### src/rtl/slice_rr_scheduler_if.sv
// Requester-side and encoder-side handshake bundle of the slice scheduler.
// master is the scheduler; slave is whatever sits on the other side (sources plus encoder).
interface slice_rr_scheduler_if #(
    parameter int NREQ = 4,
    parameter int PIXW = 10
);
    logic [NREQ-1:0]      req_valid;
    logic [NREQ*PIXW-1:0] req_px;
    logic [NREQ-1:0]      req_ready;
    logic                 enc_valid;
    logic [PIXW-1:0]      enc_px;
    logic                 enc_first;
    logic                 enc_last;
    logic                 enc_ready;

    modport master (
        input  req_valid, req_px, enc_ready,
        output req_ready, enc_valid, enc_px, enc_first, enc_last
    );

    modport slave (
        output req_valid, req_px, enc_ready,
        input  req_ready, enc_valid, enc_px, enc_first, enc_last
    );
endinterface

### src/rtl/slice_rr_scheduler.sv
// Round-robin slice scheduler: grants one requester per slice of SLICE_PX pixels to the
// encoder lane and throttles the feed with rate-buffer hysteresis.
//
// state    | meaning
// ---------+---------------------------------------------------------------
// S_IDLE   | scan req_valid from rr_ptr, one cycle per slice
// S_STREAM | feed grantee pixels until SLICE_PX have been accepted
module slice_rr_scheduler #(
    parameter int NREQ     = 4,
    parameter int PIXW     = 10,
    parameter int SLICE_PX = 8,
    parameter int LVLW     = 12,
    parameter int BUF_HI   = 3072,
    parameter int BUF_LO   = 2048
) (
    input  logic                      clk,
    input  logic                      rstn,
    slice_rr_scheduler_if.master      bus,
    input  logic [LVLW-1:0]           buf_level,
    output logic [$clog2(NREQ)-1:0]   gnt_id,
    output logic                      busy,
    output logic                      throttled,
    output logic                      slice_done,
    output logic [$clog2(NREQ)-1:0]   done_id
);
    localparam int IDW = $clog2(NREQ);
    localparam int CW  = $clog2(SLICE_PX);
    localparam logic [CW-1:0] LAST_PX = CW'(SLICE_PX - 1);

    localparam logic [0:0] S_IDLE   = 1'b0;
    localparam logic [0:0] S_STREAM = 1'b1;

    logic [0:0]     state;
    logic [IDW-1:0] rr_ptr;
    logic [CW-1:0]  px_cnt;
    logic           win_found;
    logic [IDW-1:0] win_id;
    logic           streaming;
    logic           accept;
    int             scan_idx;

    // Walk offsets from high to low so the lowest offset from rr_ptr wins last.
    always_comb begin
        win_found = 1'b0;
        win_id    = '0;
        scan_idx  = 0;
        for (int i = NREQ - 1; i >= 0; i--) begin
            scan_idx = int'(rr_ptr) + i;
            if (scan_idx >= NREQ) scan_idx = scan_idx - NREQ;
            if (bus.req_valid[IDW'(scan_idx)]) begin
                win_found = 1'b1;
                win_id    = IDW'(scan_idx);
            end
        end
    end

    assign streaming     = (state == S_STREAM);
    assign busy          = streaming;
    assign bus.enc_valid = streaming && bus.req_valid[gnt_id] && !throttled;
    assign bus.enc_px    = bus.req_px[gnt_id*PIXW +: PIXW];
    assign bus.enc_first = streaming && (px_cnt == '0);
    assign bus.enc_last  = streaming && (px_cnt == LAST_PX);
    assign accept        = bus.enc_valid && bus.enc_ready;

    always_comb begin
        bus.req_ready = '0;
        if (streaming && bus.enc_ready && !throttled) bus.req_ready[gnt_id] = 1'b1;
    end

    always_ff @(posedge clk) begin
        if (!rstn) begin
            state      <= S_IDLE;
            rr_ptr     <= '0;
            gnt_id     <= '0;
            px_cnt     <= '0;
            throttled  <= 1'b0;
            slice_done <= 1'b0;
            done_id    <= '0;
        end else begin
            // Between the thresholds the throttle holds its previous value.
            if (buf_level >= LVLW'(BUF_HI))      throttled <= 1'b1;
            else if (buf_level <= LVLW'(BUF_LO)) throttled <= 1'b0;

            slice_done <= 1'b0;
            case (state)
                S_IDLE: begin
                    if (win_found) begin
                        gnt_id <= win_id;
                        px_cnt <= '0;
                        state  <= S_STREAM;
                    end
                end
                S_STREAM: begin
                    if (accept) begin
                        if (px_cnt == LAST_PX) begin
                            state      <= S_IDLE;
                            rr_ptr     <= (gnt_id == IDW'(NREQ - 1)) ? '0 : gnt_id + IDW'(1);
                            slice_done <= 1'b1;
                            done_id    <= gnt_id;
                        end else begin
                            px_cnt <= px_cnt + CW'(1);
                        end
                    end
                end
                default: state <= S_IDLE;
            endcase
        end
    end
endmodule

### src/flat_wrapper.sv
// flat-port wrapper written by rule: the top's interface ports become plain ports
module slice_rr_scheduler_flat 
#(
    parameter int NREQ     = 4,
    parameter int PIXW     = 10,
    parameter int SLICE_PX = 8,
    parameter int LVLW     = 12,
    parameter int BUF_HI   = 3072,
    parameter int BUF_LO   = 2048
)
  (clk, rstn, buf_level, gnt_id, busy, throttled, slice_done, done_id, bus_req_valid, bus_req_px, bus_enc_ready, bus_req_ready, bus_enc_valid, bus_enc_px, bus_enc_first, bus_enc_last);
  slice_rr_scheduler_if #(.NREQ(NREQ), .PIXW(PIXW)) bus_i ();
  input  logic clk;
  input  logic rstn;
  input  logic [LVLW-1:0] buf_level;
  output logic [$clog2(NREQ)-1:0] gnt_id;
  output logic busy;
  output logic throttled;
  output logic slice_done;
  output logic [$clog2(NREQ)-1:0] done_id;
  input wire logic [$bits(bus_i.req_valid)-1:0] bus_req_valid;
  input wire logic [$bits(bus_i.req_px)-1:0] bus_req_px;
  input wire logic [$bits(bus_i.enc_ready)-1:0] bus_enc_ready;
  output wire logic [$bits(bus_i.req_ready)-1:0] bus_req_ready;
  output wire logic [$bits(bus_i.enc_valid)-1:0] bus_enc_valid;
  output wire logic [$bits(bus_i.enc_px)-1:0] bus_enc_px;
  output wire logic [$bits(bus_i.enc_first)-1:0] bus_enc_first;
  output wire logic [$bits(bus_i.enc_last)-1:0] bus_enc_last;
  assign bus_i.req_valid = bus_req_valid;
  assign bus_i.req_px = bus_req_px;
  assign bus_i.enc_ready = bus_enc_ready;
  assign bus_req_ready = bus_i.req_ready;
  assign bus_enc_valid = bus_i.enc_valid;
  assign bus_enc_px = bus_i.enc_px;
  assign bus_enc_first = bus_i.enc_first;
  assign bus_enc_last = bus_i.enc_last;
  slice_rr_scheduler #(.NREQ(NREQ), .PIXW(PIXW), .SLICE_PX(SLICE_PX), .LVLW(LVLW), .BUF_HI(BUF_HI), .BUF_LO(BUF_LO)) u_core (.clk(clk), .rstn(rstn), .bus(bus_i), .buf_level(buf_level), .gnt_id(gnt_id), .busy(busy), .throttled(throttled), .slice_done(slice_done), .done_id(done_id));
endmodule
### config.mk
export PLATFORM = sky130hd
export DESIGN_NAME = slice_rr_scheduler_flat
export DESIGN_NICKNAME = d
export VERILOG_FILES = /design/src/rtl/slice_rr_scheduler_if.sv /design/src/rtl/slice_rr_scheduler.sv /design/src/flat_wrapper.sv
export SDC_FILE = /design/constraint.sdc
export NUM_CORES = 1
export LEC_CHECK = 0
export BUFFER_PORTS_ARGS = -buffer_cell sky130_fd_sc_hd__buf_4
export CORE_MARGIN = 2
export CORE_UTILIZATION = 38
export CTS_CLUSTER_DIAMETER = 150
export DETAILED_ROUTE_END_ITERATION = 12
export PLACE_DENSITY = 0.79
export SLEW_MARGIN = 20
export SYNTH_ARGS = -nofsm -noshare
export SYNTH_HDL_FRONTEND = slang
export SYNTH_SLANG_ARGS = --single-unit
export TNS_END_PERCENT = 5
### constraint.sdc
create_clock -name clk -period 1.81 [get_ports clk]
set_input_delay 0.362 -clock clk [delete_from_list [all_inputs] [get_ports clk]]
set_output_delay 0.362 -clock clk [all_outputs]
set_load 0.02 [all_outputs]
; ---- After elaboration in Yosys (flattened, before gate mapping)
; Cells that the tools add are included.
[totals]
regBits = 12
in_bits = 59
out_inout_bits = 24
[op_classes]
n_addsub = 9
multipliers = 1
magnitude_cmp = 12
eq_ne = 5
shift = 1
muxes = 41
bitwise = 1
n_reduce_logical = 15
[ops]
columns = operator, n
row1 = $shiftx 40x7->10, 1
row2 = $mux 1, 20
row3 = $mux 2, 9
row4 = $lt 2x4->1 const B, 4
row5 = $ge 12x12->1 const B, 1
row6 = $le 12x12->1 const B, 1
row7 = $bmux 1 s2, 5
row8 = $ge 3x3->1 const B, 3
row9 = $mux 3, 3
row10 = $reduce_and 3->1, 3
row11 = $logic_and 1x1->1, 8
row12 = $sub 2x1->2 const B, 4
row13 = $add 2x2->3 const B, 2
row14 = $pmux 3 s2, 1
row15 = $mul 2x3->5 const B, 1
row16 = $mux 4, 1
row17 = $ne 2x2->1 const B, 2
row18 = $add 2x1->3 const B, 1
row19 = $add 3x1->3 const B, 1
row20 = $eq 3x3->1 const B, 1
row21 = $ge 2x3->1 const B, 1
row22 = $logic_not 3->1, 1
row23 = $lt 2x3->1 const B, 1
row24 = $add 2x1->2 const B, 1
row25 = 9 further kinds, 9

; ---- Depth between registers and ports, before layout
[logic_depth]
word_depth = 12
mapped_depth = 6
mapped_depth_nobuf = 5

; ---- Worst setup path after synthesis
; OpenSTA, ideal clock, no wires.
[synth_path]
kind = reg2out
from = register u_core.gnt_id[0]
to = output port bus_enc_px[0]
arrival_time_ns = 1.503
required_time_ns = 1.448
path_slack_ns = -0.055
path_stages_with_launch = 4
path_buffers = 2
path_cell_list = dfxtp_1 buf_6 buf_2 mux4_2
[synth_between]
elab_chain_len = 2
[synth_rtl]
columns = element, line_no
row1 = start: declaration, slice_rr_scheduler.sv:20  ; output logic [$clog2(NREQ)-1:0] gnt_id,
row2 = start signal: assignment, slice_rr_scheduler.sv:88  ; gnt_id <= win_id;
row3 = $mul 2x3->5, slice_rr_scheduler.sv:60  ; assign bus.enc_px = bus.req_px[gnt_id*PIXW +: PIXW];
row4 = $shiftx 40x7->10, slice_rr_scheduler.sv:60
row5 = end: declaration, flat_wrapper.sv:26  ; output wire logic [$bits(bus_i.enc_px)-1:0] bus_enc_px;
; No other way between the ends.

; ---- Final worst setup path
[layout_path]
from = register u_core.gnt_id[0]
to = output port bus_enc_px[8]
; The elaborated chain is that of the path after synthesis.

==> metrics.md <==
| Metric | Value |
|---|---|
| Maximum fanout along the worst path | `7` |
| Top cell type's share of synthesized area | `24.0%` |
| Most instantiated library cell after synthesis | `dfxtp_1` |
| GP Congestion | `0.768` |
| Mapped Avg Cell Area | `9.37 sq um` |
| Slew Viols, Final | `0` |
| VDD IR max | `0.542 mV` |
| Cells after Synth | `107` |
| Post-synth EDFFs | `0` |
| Leakage Power | `0.826 nW` |
| Post-route ant nets | `0` |
| Data required, critical path | `1450 ps` |
| Seq/Total Area, Yosys | `24.0%` |
| Placed Cells incl. Taps | `217` |
| Yosys warns | `0` |
| Pre-antenna DRT Iters | `5` |
| Non-Filler Instances | `227` |
| Multi-input gate area | `729 sq um` |
| Net count, final | `264` |
| Drc violations | `0` |
| Busiest metal layer after global routing | `met2` |
| CP arrival | `1510 ps` |
| Via count | `1213` |
| Die area | `0.00306 sq mm` |
| R2R Setup Slk | `50 ps` |
| I/O Pins | `83` |
| Net Count, Synth | `173` |
| Largest net degree at the start of global routing | `14` |
| Initial core utilization | `40.5%` |
| Fin Hold WS | `284 ps` |
| Post-synthesis mux area share | `29.2%` |
| Hpwl dp | `2600 um` |
| Vias in the first global route | `1235` |
| Final Setup Violations | `9` |
| IO buf count | `82` |
| Xor/xnor share of the synthesized area | `0%` |
| Synth Area in Simple Gates | `21.7%` |
| CTS tree | `built` |
| Final Hold Fails | `0` |
| TritonCTS Buffers | `3` |
| Startpoint types | `register` |
| Period utilization | `104%` |
| Reg clk slew, reported paths | `80 ps` |
| Slew of the pin with the lowest slew margin | `555 ps` |
| Post-synth top cells | `12 x dfxtp_1, 11 x nand2_1, 9 x inv_1` |
| Synth Register Bits | `12` |
| Latest clock arrival within the worst-skew pair | `280 ps` |
| Yosys cell types | `27` |
| Synth Flop Type | `dfxtp_1` |
| Fmax | `533 MHz` |
| Row count | `18` |
| Layout fillers | `185` |
| Post-synth top area cell | `dfxtp_1` |
| WL per Instance | `15.0 um` |
| Initial antenna violation count | `0` |
| Ys async rst share | `0%` |
| Post-synthesis compound-gate area fraction | `10.6%` |
| Cell Area, Synth | `0.00100 sq mm` |
| GRT met3 Usage | `6.09%` |
| Hold Buf Count CTS | `0` |
| HP Class | `input port to register` |
| Core ar. | `0.00248 sq mm` |
| Reg area | `246 sq um` |
| Fin crit period | `1880 ps` |
| Post-Synth Adder-Cell Area | `8.74%` |
| Met1 Usage GRT | `24.3%` |
| Critical path type | `register to output pin` |
| Failing checks | `setup timing` |
| Outcome | `complete, but fails checks` |
| Main area contributors after synthesis | `dfxtp_1 24%, mux4_2 18%, ha_1 8.7%, mux2i_1 6.0%, mux4_1 5.2%` |
| Synth-to-Final Area Change | `82.0%` |
| First-pass GRT wire length | `5390 um` |
| Final Skew | `4.83 ps` |
| Share of layout cells above drive strength 1 | `58.9%` |
| Root Driver | `clkbuf_4` |
| Met2 Track Usage GR | `37.6%` |
| CTS sink count | `12` |
| Initial drt markers | `22` |
| Clock Path Buffers | `2` |
| H-tree levels | `1` |
| MaxCap Viol Count | `0` |
| CP Capture Type | `output pin` |
| # diodes | `0` |
| RSZ-0062 raised after global routing | `true` |
| Post-DR vias/cell | `5.34` |
| Die Wd | `55.4 um` |
| Gr ovfl total | `0` |
| Worst Setup Slack, final | `-66.1 ps` |
| Largest family of logic cells by synthesized area | `multiplexers` |
| GR Util All Layers | `21.7%` |
| Die Y | `55.4 um` |
| Detailed Route WL | `3400 um` |
| Power per cell area | `453 mW/mm^2` |
| Worst relative slew slack | `62.6%` |
==> registers in the layout, indices dropped and copies added, names as in the netlist <==
signal             cells
u_core.px_cnt          3
u_core.done_id         2
u_core.gnt_id          2
u_core.rr_ptr          2
u_core.busy            1
u_core.slice_done      1
u_core.throttled       1
==> logic make-up after synthesis <==
group	Yosys count
simple gates	42
compound gates	17
mux	16
buf+inv	13
flops	12
fa+ha+maj	7
==> report_power, final <==
part	switching, mW	internal, mW
logic	0.129	0.195
clock network	0.101	0.123
registers	0.0101	0.269
==> layout by cell type (no fill, tap or decap), types with 2 or more instances in the layout <==
cell type and n:
dfxtp_1 9, buf_4 76, o21ai_0 3, ha_1 3
nand3_1 6, nand2b_1 2, mux4_1 2, nor3_1 2
and2_4 2, and2_1 4, clkbuf_4 3, inv_1 8
buf_6 12, ha_2 4, nor2_1 7, nor4_1 3
a21oi_1 8, mux4_2 8, dfxtp_2 2, o221ai_1 3
nand2_1 11, mux2i_1 5
==> metal layers <==
layer / vias to the layer above / share of wire (%)
met1: 559 / 37
met4: 0 / 3.4
met5: - / 0
met2: 60 / 52
li1: 580 / -
met3: 14 / 7.6
==> worst paths after layout <==
kind / startpoint / end / depth (start not counted)
setup / recovery: u_core.gnt_id[0] / bus_enc_px[8] / 3
hold reg to reg: u_core.done_id[1] / u_core.done_id[1] / 2
setup reg to reg: u_core.gnt_id[0] / u_core.rr_ptr[0] / 6
hold / removal: buf_level[10] / u_core.throttled / 3
==> layout make-up <==
cell class	instances	area share, %
inverter	9	1.85
timing repair buffer	90	40.6
sequential	12	13.5
multi-input combinational	82	40.0
clock buffer	4	1.99
tap	30	2.06
==> critical path, cell delays in order (launching register included) <==
cell and delay (ps):
dfxtp_4 410, buf_12 140, mux4_2 520, buf_6 150
==> per-stage QoR <==
stage | TNS, ps | cell area [sq um] | setup slack, ps | total power, mW | util, %
after floorplan | 0 | 1000 | 48.7 | 0.409 | -
after global placement | 0 | 1660 | 121 | 0.563 | 67.0
after detailed placement | 0 | 1660 | 79.7 | 0.572 | 67.0
after CTS | -274 | 1780 | -44.3 | 0.812 | 71.8
after global routing | -947 | 1820 | -115 | 0.868 | 73.6
final | -406 | 1820 | -66.1 | 0.826 | 73.6
==> timing repair <==
| item | 4_1_cts | 5_1_grt |
|---|---|---|
| gates resized for setup | 13 | 15 |
| setup endpoints to repair | 13 | 20 |
| hold endpoints to repair | 0 | 0 |
| pin swaps | 1 | 0 |
| setup buffers | 6 | 0 |
(Power assumes the default switching activity.)
